**config.mk**
```make
export PLATFORM = sky130hd
export DESIGN_NAME = rotor_step_ctrl
export DESIGN_NICKNAME = d
export VERILOG_FILES = /design/src/rtl/rotor_step_ctrl.sv
export SDC_FILE = /design/constraint.sdc
export NUM_CORES = 1
export LEC_CHECK = 0
export ABC_AREA = 1
export BUFFER_PORTS_ARGS = -buffer_cell sky130_fd_sc_hd__buf_2
export CORE_MARGIN = 2
export CORE_UTILIZATION = 46
export CTS_BUF_LIST = sky130_fd_sc_hd__clkbuf_8
export CTS_CLUSTER_SIZE = 14
export DETAILED_ROUTE_END_ITERATION = 12
export PLACE_DENSITY = 0.71
export SYNTH_ARGS = -nofsm -noshare
export SYNTH_HDL_FRONTEND = slang
export SYNTH_SLANG_ARGS = --single-unit
export TNS_END_PERCENT = 100
```
**constraint.sdc**
```tcl
create_clock -name clk -period 1.5 [get_ports clk]
set_input_delay 0 -clock clk [delete_from_list [all_inputs] [get_ports clk]]
set_output_delay 0 -clock clk [all_outputs]
set_load 0.005 [all_outputs]
```
**src/rtl/rotor_step_ctrl.sv**
```systemverilog
// Keypress sequencer for the rotor chain: steps left/middle/right positions with
// notch and double-step rules, waits out the datapath latency, returns the result.
module rotor_step_ctrl #(
    parameter int NOTCH_R = 21,
    parameter int NOTCH_M = 4,
    parameter int DP_LAT  = 1
) (
    input  logic       clk,
    input  logic       rst,
    input  logic       cfg_load,
    input  logic [5:0] cfg_pos_l,
    input  logic [5:0] cfg_pos_m,
    input  logic [5:0] cfg_pos_r,
    output logic       cfg_err,
    input  logic       key_valid,
    input  logic [5:0] key_code,
    output logic       key_ready,
    output logic       key_err,
    output logic [5:0] pos_l,
    output logic [5:0] pos_m,
    output logic [5:0] pos_r,
    output logic [5:0] dp_char,
    input  logic [5:0] dp_result,
    output logic       out_valid,
    output logic [5:0] out_char,
    input  logic       out_ready,
    output logic       busy
);

    localparam int              CNT_W    = (DP_LAT > 1) ? $clog2(DP_LAT) : 1;
    localparam logic [CNT_W-1:0] CNT_INIT = CNT_W'(DP_LAT - 1);
    localparam logic [5:0]      NOTCH_R6 = 6'(NOTCH_R);
    localparam logic [5:0]      NOTCH_M6 = 6'(NOTCH_M);
    localparam logic [5:0]      MAX_POS  = 6'd25;

    typedef enum logic [1:0] {
        ST_IDLE = 2'd0,
        ST_WAIT = 2'd1,
        ST_OUT  = 2'd2
    } state_t;

    state_t           state_q;
    state_t           state_d;
    logic [CNT_W-1:0] cnt_q;

    logic key_fire;
    logic key_drop;
    logic cfg_fire;
    logic cfg_bad;
    logic cnt_done;
    logic out_fire;

    logic       step_m;
    logic       step_l;
    logic [5:0] next_l;
    logic [5:0] next_m;
    logic [5:0] next_r;

    function automatic logic [5:0] inc26(input logic [5:0] p);
        return (p >= MAX_POS) ? 6'd0 : p + 6'd1;
    endfunction

    function automatic logic [5:0] clamp26(input logic [5:0] p);
        return (p > MAX_POS) ? 6'd0 : p;
    endfunction

    assign key_ready = (state_q == ST_IDLE) && !cfg_load;
    assign busy      = (state_q != ST_IDLE);

    // Step decisions use the pre-step positions; a middle rotor on its notch steps itself.
    assign step_m = (pos_r == NOTCH_R6) || (pos_m == NOTCH_M6);
    assign step_l = (pos_m == NOTCH_M6);
    assign next_r = inc26(pos_r);
    assign next_m = step_m ? inc26(pos_m) : pos_m;
    assign next_l = step_l ? inc26(pos_l) : pos_l;

    assign cfg_bad = (cfg_pos_l > MAX_POS) || (cfg_pos_m > MAX_POS) || (cfg_pos_r > MAX_POS);

    always_ff @(posedge clk or posedge rst) begin
        if (rst) begin
            state_q <= ST_IDLE;
        end else begin
            state_q <= state_d;
        end
    end

    // cfg_load takes priority over a key in IDLE because key_ready is masked by it.
    always_comb begin
        state_d  = state_q;
        key_fire = 1'b0;
        key_drop = 1'b0;
        cfg_fire = 1'b0;
        cnt_done = 1'b0;
        out_fire = 1'b0;
        case (state_q)
            ST_IDLE: begin
                if (cfg_load) begin
                    cfg_fire = 1'b1;
                end else if (key_valid) begin
                    if (key_code <= MAX_POS) begin
                        key_fire = 1'b1;
                        state_d  = ST_WAIT;
                    end else begin
                        key_drop = 1'b1;
                    end
                end
            end
            ST_WAIT: begin
                if (cnt_q == '0) begin
                    cnt_done = 1'b1;
                    state_d  = ST_OUT;
                end
            end
            ST_OUT: begin
                if (out_ready) begin
                    out_fire = 1'b1;
                    state_d  = ST_IDLE;
                end
            end
            default: begin
                state_d = ST_IDLE;
            end
        endcase
    end

    always_ff @(posedge clk or posedge rst) begin
        if (rst) begin
            pos_l     <= 6'd0;
            pos_m     <= 6'd0;
            pos_r     <= 6'd0;
            dp_char   <= 6'd0;
            out_char  <= 6'd0;
            out_valid <= 1'b0;
            cfg_err   <= 1'b0;
            key_err   <= 1'b0;
            cnt_q     <= '0;
        end else begin
            cfg_err <= cfg_load && (busy || cfg_bad);
            key_err <= key_drop;
            if (cfg_fire) begin
                pos_l <= clamp26(cfg_pos_l);
                pos_m <= clamp26(cfg_pos_m);
                pos_r <= clamp26(cfg_pos_r);
            end else if (key_fire) begin
                pos_l   <= next_l;
                pos_m   <= next_m;
                pos_r   <= next_r;
                dp_char <= key_code;
                cnt_q   <= CNT_INIT;
            end
            if (state_q == ST_WAIT && !cnt_done) begin
                cnt_q <= cnt_q - 1'b1;
            end
            if (cnt_done) begin
                out_char  <= dp_result;
                out_valid <= 1'b1;
            end else if (out_fire) begin
                out_valid <= 1'b0;
            end
        end
    end

endmodule
```
After elaboration in Yosys (flattened, before gate mapping)

Cells that the tools add are included.

Reductions and logical operators: 21
Bitwise operators: 1
Eq/ne operators: 10
Muxes and demuxes: 39
Add/sub/neg operators: 4
Order comparisons: 7

Operators by type and width:

| operator                                                          | number |
|---|---|
| 2-to-1 mux 6 bit                                                  | 14 |
| 2-to-1 mux 1 bit                                                  | 19 |
| adder 6 x 1 -> 6 bit, second input constant                       | 3 |
| greater-or-equal comparator 6 x 5 -> 1 bit, second input constant | 3 |
| > comparator 6 x 5 -> 1 bit, second input constant                | 3 |
| nonzero test 2 bit                                                | 6 |
| 2-to-1 mux 2 bit                                                  | 5 |
| inequality test 2 bit, second input constant                      | 4 |
| AND reduction 2 bit                                               | 4 |
| equality test 6 x 3 -> 1 bit, second input constant               | 1 |
| equality test 6 x 5 -> 1 bit, second input constant               | 1 |
| less-or-equal comparator 6 x 5 -> 1 bit, second input constant    | 1 |
| one-hot mux 2 bit (3 select lines)                                | 1 |
| AND reduction 5 bit                                               | 1 |
| logical OR 1 bit                                                  | 4 |
| inequality test 2 x 1 -> 1 bit, second input constant             | 2 |
| logical AND 1 bit                                                 | 3 |
| equality test 2 x 1 -> 1 bit, second input constant               | 1 |
| equality test 2 bit, second input constant                        | 1 |
| zero test 1 bit                                                   | 2 |
| zero test 2 bit                                                   | 1 |
| inverter 1 bit                                                    | 1 |
| subtractor 1 bit, second input constant                           | 1 |

Flip-flop bits (word level): 36
Bits of input ports: 35
Word-level logic and storage cells: 92

Logic depth before layout (Yosys ltp)

Gate-level depths: netlist of the first run.

Depth after elaboration: 8
Depth in mapped cells: 9
Depth with buffers taken out: 9

Least setup slack after synthesis of the first run

Ideal clock, no wire load.

Kind: reg2reg
Start point: register pos_m[0]
End point: register pos_m[0]
Arrival time: 1,143 ps
Library setup time: 116 ps
Path buffers: 0
Cell stages (with the launch flop): 9
Slack: 240 ps
Data required time: 1,384 ps
Cells stage by stage: dfrtp_1 > inv_1 > ha_1 > nand3_1 > nand3_1 > nand2_2 > inv_2 > nand2_1 > nand2_1

Longest elaborated chain between the ends: 5
Elaborated cells between the ends (all ways): 10
Classes of those cells: add/sub: 1; order compare: 1; eq/ne: 1; mux: 4; reduce/logical: 3

Ends and longest elaborated chain:

| element                                                                            | line | source |
|---|---|---|
| start: declaration                                                                 | 20   | `output logic [5:0] pos_m,` |
| start signal: assignment                                                           | 142  | `pos_m <= clamp26(cfg_pos_m);` |
| start signal: assignment                                                           | 146  | `pos_m <= next_m;` |
| adder 6 x 1 -> 6 bit or greater-or-equal comparator 6 x 5 -> 1 bit (tied branches) | 60   | `return (p >= MAX_POS) ? 6'd0 : p + 6'd1;` |
| 2-to-1 mux 6 bit                                                                   | 60   |  |
| 2-to-1 mux 6 bit                                                                   | 74   | `assign next_m = step_m ? inc26(pos_m) : pos_m;` |
| 2-to-1 mux 6 bit                                                                   | 144  | `end else if (key_fire) begin` |
| 2-to-1 mux 6 bit                                                                   | 140  | `if (cfg_fire) begin` |

Parallel ways exist; a longest one is shown, timed or not. The select of a mux whose other input is x is not followed.
A chain may end at the register's enable or synchronous reset.

Final worst setup path of the first run

Start point: register pos_m[0]
End point: register pos_m[1]

The elaborated chain is that of the path after synthesis.

==> run_results.csv, run 1 <==
group,metric,value,unit
synth,synth_top_cells_by_area,"dfrtp_1 42%, nand2_1 16%, nand3_1 8.8%",
flow_run,cap_viol_max_count,0,
timing,tns,0,ns
power,clockPowerShare,0.247,
timing,max_freq,730,MHz
critical_path,critPathKind,"reg -> reg",
power,p_comb_frac,0.331,
power,p_seq_frac,0.423,
power,pwr_density_cell,1220,nW/µm²
floorplanning,num_rows,24,
synth,synth-compound-area-share,0.0238,
routing,drc_errors,0,
synth,synth_fp_nets,323,
clock_tree,path_clk_slew,0.07,ns
layout,diodes,0,
clock_tree,clkSinkCount,36,
synth,synth_top_family_by_area,"simple AND/OR/NAND/NOR gates",
global_routing,gr-total-overflow,0,
synth,yosysUniqueCellTypes,26,
timing,skew,0.00301,ns
synth,yosysTopAreaCellShare,0.418,
timing,worst_pin_slew,0.464,ns
critical_path,worstPathRequired,1.69,ns
layout,final_util,0.637,
routing,routed-via-count,2044,
floorplanning,die-height,72.5,µm
routing,vias_per_cell,4.83,
power,p_sw,1.24,mW
synth,synth_cells,279,
floorplanning,start_util,0.485,
clock_tree,clock_path_buffers,2,
global_routing,antenna_found_initial,0,
synth,synthTopCellsByCount,"90 x nand2_1, 38 x nand3_1, 36 x dfrtp_1",
layout,fill_cells,402,
routing,drt-pass1-iter-count,4,
layout,syn_to_final_growth,31.2,%
power,internal_power,2.22,mW
routing,drt_wl_total,5080,µm
clock_tree,cts_root_buf,"clkbuf_8",
synth,yosys_register_bits,36,
layout,drive_gt1_frac,0.283,
synth,yosys.area_share.simple,0.368,
power,p_leak,1.65,nW
clock_tree,tritoncts,"built",
floorplanning,die_x,72.5,µm
synth,synthXorXnorAreaFrac,0.0203,
power,p_sw_frac,0.358,
synth,synthMuxAreaShare,0.0313,
floorplanning,dieArea,5250,µm²
critical_path,endpoint_kind,"flop",
min_path,hp-class,"in -> reg",
timing,period_share,0.914,
timing,setup_viol,0,
timing,min_period,1.37,ns
synth,synth_adder_area_share,0.0522,
timing,drv_slew,0,
synth,synth_area_per_cell,7.73,µm²
global_routing,grt_pass1_vias,1899,
power,ir_drop,0.688,mV
timing,hold_viol,0,
routing,final_antenna_net_count,0,
placement,post-place-ws,0.0931,ns
synth,synthesis.yosys.warnings,0,
timing,grt_setup_unrepaired,"true",
placement,hpwl,3680,µm
timing,fin_ws,0.129,ns
clock_tree,insertion_delay,0.30,ns
placement,numPortBuffers,69,
global_routing,grt_pass1_wl,8650,µm
synth,synth_area_leader_cell,"dfrtp_1",
global_routing,grt_max_degree,37,
run_status,status,"finished clean",
floorplanning,boundaryPins,70,
routing,wire_per_inst,12.0,µm
synth,synthArstFlopShare,1.00,
synth,ys_seq_area_frac,0.418,
placement,gp_congestion,0.800,
critical_path,worstPathArrival,1.56,ns
critical_path,start_kind,"flop",
global_routing,track_usage,0.211,
synth,synth_edf_count,0,
timing,max-slew-margin-rel,0.691,
synth,ys.flop_type,"dfrtp_1",
critical_path,cp_max_fo,7,
clock_tree,numCtsBuffers,5,
floorplanning,coreArea,4440,µm²
routing,drtIter0Drc,147,
clock_tree,htree_levels,2,
synth,netlist_area,2160,µm²
layout,layout.nets,414,
synth,yosysMostFrequentCell,"nand2_1",
## stage by stage
stage	total power [mW]	cell area [µm²]	std cells	hold WS [ns]
2_1_floorplan	2.15	2160	279	0.0958
3_3_place_gp	2.55	2540	398	0.130
3_5_place_dp	2.58	2540	398	0.134
4_1_cts	3.48	2820	423	0.00268
5_1_grt	3.73	2830	423	0.00586
6_report	3.46	2830	423	0.0118
## cells in the final DEF, fill, tap and decap left out
cell | synthesis | layout
o21ai_1 | 2 | 2
dfrtp_2 | 0 | 3
bufinv_16 | 0 | 1
a22o_1 | 1 | 1
nand3_1 | 38 | 38
nor2_1 | 24 | 24
inv_4 | 1 | 2
nand2_2 | 4 | 3
nand2_1 | 90 | 90
nor2_2 | 3 | 3
a21oi_1 | 4 | 4
clkinv_2 | 0 | 1
buf_4 | 0 | 2
ha_1 | 9 | 9
dlygate4sd3_1 | 0 | 17
nor2_8 | 1 | 1
dfrtp_1 | 36 | 33
o31ai_1 | 1 | 1
buf_2 | 2 | 69
nand3_4 | 1 | 1
nor2_4 | 1 | 1
clkbuf_8 | 0 | 5
nand4_1 | 6 | 6
inv_2 | 2 | 2
xor2_1 | 4 | 4
xnor2_1 | 1 | 1
inv_1 | 35 | 35
o21ai_0 | 1 | 1
nand2_4 | 4 | 5
mux2_2 | 6 | 6
## power groups by stage
stage / clock network [mW] / registers [mW] / logic (mW)
after floorplan: 0 / 1.43 / 0.723
after global placement: 0 / 1.46 / 1.09
after detailed placement: 0 / 1.47 / 1.10
after CTS: 0.876 / 1.45 / 1.15
after global routing: 0.923 / 1.51 / 1.31
final: 0.854 / 1.46 / 1.14
## flip-flops by register name, summed over array words and instances (netlist names), 2 cells and up
signal    count
dp_char       6
out_char      6
pos_l         6
pos_m         6
pos_r         6
state_q       2
## timing repair
| action | in CTS | in global routing |
|---|---|---|
| hold buffers | 17 | 0 |
| hold endpoints to repair | 52 | 0 |
| gates resized for setup | 0 | 6 |
| setup endpoints to repair | 0 | 9 |
| buffers inserted | 0 | 0 |
## layout make-up
type	count	area, µm²	area share
multi-input combinational	201	1070	0.379
sequential	36	905	0.320
timing repair buffer	88	531	0.188
inverter	38	148	0.0522
clock buffer	5	68.8	0.0243
tap	52	65.1	0.0230
clock inverter	3	38.8	0.0137
## final timing paths
kind | from | to | slack (ns) | depth (start not counted)
setup / recovery | pos_m[0] | pos_m[1] | 0.13 | 8
max in group asynchronous | rst | state_q[0] | 0.81 | 4
hold / removal | key_valid | key_err | 0.01 | 3
hold reg to reg | dp_char[0] | dp_char[0] | 0.47 | 2
setup reg to reg | pos_m[0] | pos_m[1] | 0.13 | 8
min in group asynchronous | rst | out_char[3] | 0.33 | 4
## cells by family (layout without fill, tap and decap cells)
logic type / count (synthesis) / count (layout)
AOI/OAI and AO/OA: 9 / 9
buffers and inverters: 42 / 134
muxes: 6 / 6
and+or+nand+nor: 172 / 172
DFF: 36 / 36
adders and majority gates: 9 / 9
xor gates and xnor gates: 5 / 5
## layer usage
metal / GRT usage / share of wire / wire, µm / vias to the layer above
met5: 0 / 0 / 0 / -
met4: 0.0802 / 0.017 / 87 / 0
met3: 0.0556 / 0.041 / 208 / 8
met2: 0.344 / 0.49 / 2500 / 39
met1: 0.270 / 0.45 / 2290 / 932
li1: - / - / - / 1065
## critical path: stages (launching register included)
cell and delay (ns):
dfrtp_2 0.42, inv_1 0.07, ha_1 0.21, nand3_1 0.11, nand3_1 0.14, nand2_4 0.15, inv_4 0.06, nand2_1 0.06
nand2_1 0.04
Power figures use the tool's default switching activity.
==> run 2: changes to the inputs <==
- clock period: 1.5 -> 1.6 ns (I/O delays scaled with it)
==> run_results.csv, run 2 (synthesis gave the netlist of run 1 again) <==
group,metric,value,unit
run_status,status,"finished clean",
critical_path,setup.worst_path.start,"state_q[0]",
power,pwr_density_cell,1100,nW/µm²
clock_tree,postCtsSetupRepairBufs,0,
floorplanning,die_x,72.5,µm
critical_path,worstReg2RegStart,"state_q[0]",
min_path,hp-start,"key_valid",
floorplanning,start_util,0.485,
routing,drc_errors,0,
critical_path,slowest_stage,"dfrtp_1",
timing,worst_pin_slew,0.457,ns
floorplanning,boundaryPins,70,
critical_path,cp_cell_sequence,"inv_1 -> nand2_2 -> nor2_1 -> nand3_1 -> nand2_2 -> nand2_2 -> inv_2 -> nand2_1 -> nand2_1",
critical_path,worstPathArrival,1.66,ns
critical_path,cp_max_fo,6,
power,fin_total_pwr,3.09,mW
critical_path,critPathKind,"reg -> reg",
timing,setup_viol,0,
timing,grt_setup_unrepaired,"false",
clock_tree,clock_path_buffers,2,
placement,gp_congestion,0.811,
clock_tree,cts_hold_buf,18,
clock_tree,clkSinkCount,36,
placement,detailed_place.area,2540,µm²
global_routing,grt_max_degree,37,
power,ir_drop,0.596,mV
clock_tree,path_clk_slew,0.07,ns
timing,period_share,0.896,
floorplanning,num_rows,24,
layout,diodes,0,
placement,numPortBuffers,69,
flow_run,cap_viol_max_count,0,
global_routing,grt_pass1_vias,1992,
global_routing,gr-total-overflow,0,
critical_path,reg2reg_depth,9,
floorplanning,die-height,72.5,µm
routing,routed-via-count,2063,
critical_path,start_kind,"flop",
layout,multi_input_area,1070,µm²
layout,fill_cells,410,
critical_path,r2r-end,"pos_m[4]",
timing,hold_viol,0,
critical_path,worstPathRequired,1.83,ns
clock_tree,htree_levels,2,
routing,drtIter0Drc,73,
power,p_leak,1.65,nW
routing,wire_per_inst,12.0,µm
min_path,whs_endpoint,"key_err",
clock_tree,cts_root_buf,"clkbuf_8",
floorplanning,dieArea,5250,µm²
timing,drv_slew,0,
clock_tree,cts-resized-gates,0,
clock_tree,numCtsBuffers,5,
min_path,hp-class,"in -> reg",
min_path,holdPathStages,3,
routing,vias_per_cell,4.87,
routing,final_antenna_net_count,0,
layout,final_cell_mix,"90 x nand2_1, 69 x buf_2, 38 x nand3_1",
layout,syn_to_final_growth,30.4,%
global_routing,track_usage,0.209,
routing,drt_wl_total,5090,µm
layout,final_util,0.632,
timing,skew,0.00306,ns
floorplanning,coreArea,4440,µm²
critical_path,rrSetupSlack,0.17,ns
critical_path,cpPeakStageDelay,0.44,ns
timing,tns,0,ns
clock_tree,insertion_delay,0.29,ns
layout,layout.nets,415,
layout,seq_area,901,µm²
global_routing,antenna_found_initial,0,
timing,max-slew-margin-rel,0.695,
placement,hpwl,3700,µm
critical_path,endpoint_kind,"flop",
layout,final_cell_area,2810,µm²
global_routing,grt_pass1_wl,8560,µm
clock_tree,tritoncts,"built",
timing,max_freq,698,MHz
routing,drt-pass1-iter-count,4,
layout,drive_gt1_frac,0.269,
layout,final_common_cell,"nand2_1",
critical_path,cpMostUsedCell,"nand2_2",
timing,min_period,1.43,ns
[run 2: worst max-delay path, delay by kind of cell, from the launching register on]
kind          cells  cell delay, ns
simple gates      7            0.65
buf+inv           2            0.28
flops             1            0.44
[run 2: report_power, final]
part	switching [mW]	internal (mW)	leakage, nW
registers	0.242	1.12	0.463
clock network	0.327	0.339	0.0538
logic	0.557	0.506	1.13
[run 2: area by class of cell]
type	count	area share
multi-input combinational	201	0.380
tap	52	0.0232
clock inverter	2	0.00267
timing repair buffer	89	0.192
clock buffer	6	0.0294
sequential	36	0.321
inverter	38	0.0516
[run 2: how the worst max path moves through the flow]
| stage | depth (start not counted) | to | slack (ns) |
|---|---|---|---|
| final | 9 | pos_m[4] | 0.17 |
| after global routing | 9 | pos_m[4] | 0.01 |
| after detailed placement | 8 | pos_m[0] | 0.19 |
| after global placement | 8 | pos_m[0] | 0.19 |
| after CTS | 8 | pos_m[4] | 0.17 |
| after floorplan | 8 | pos_m[0] | 0.34 |
[run 2: through the flow]
step	hold slack, ns	cells	setup slack [ns]
2_1_floorplan	0.0958	279	0.340
3_3_place_gp	0.127	398	0.188
3_5_place_dp	0.133	398	0.186
4_1_cts	0.0231	424	0.172
5_1_grt	0.0491	424	0.0131
6_report	0.0291	424	0.167
[run 2: metal layers]
layer,GRT usage,part of all wire
met5,0,0
met1,0.258,0.43
met4,0.0741,0.014
met3,0.0486,0.049
met2,0.357,0.50
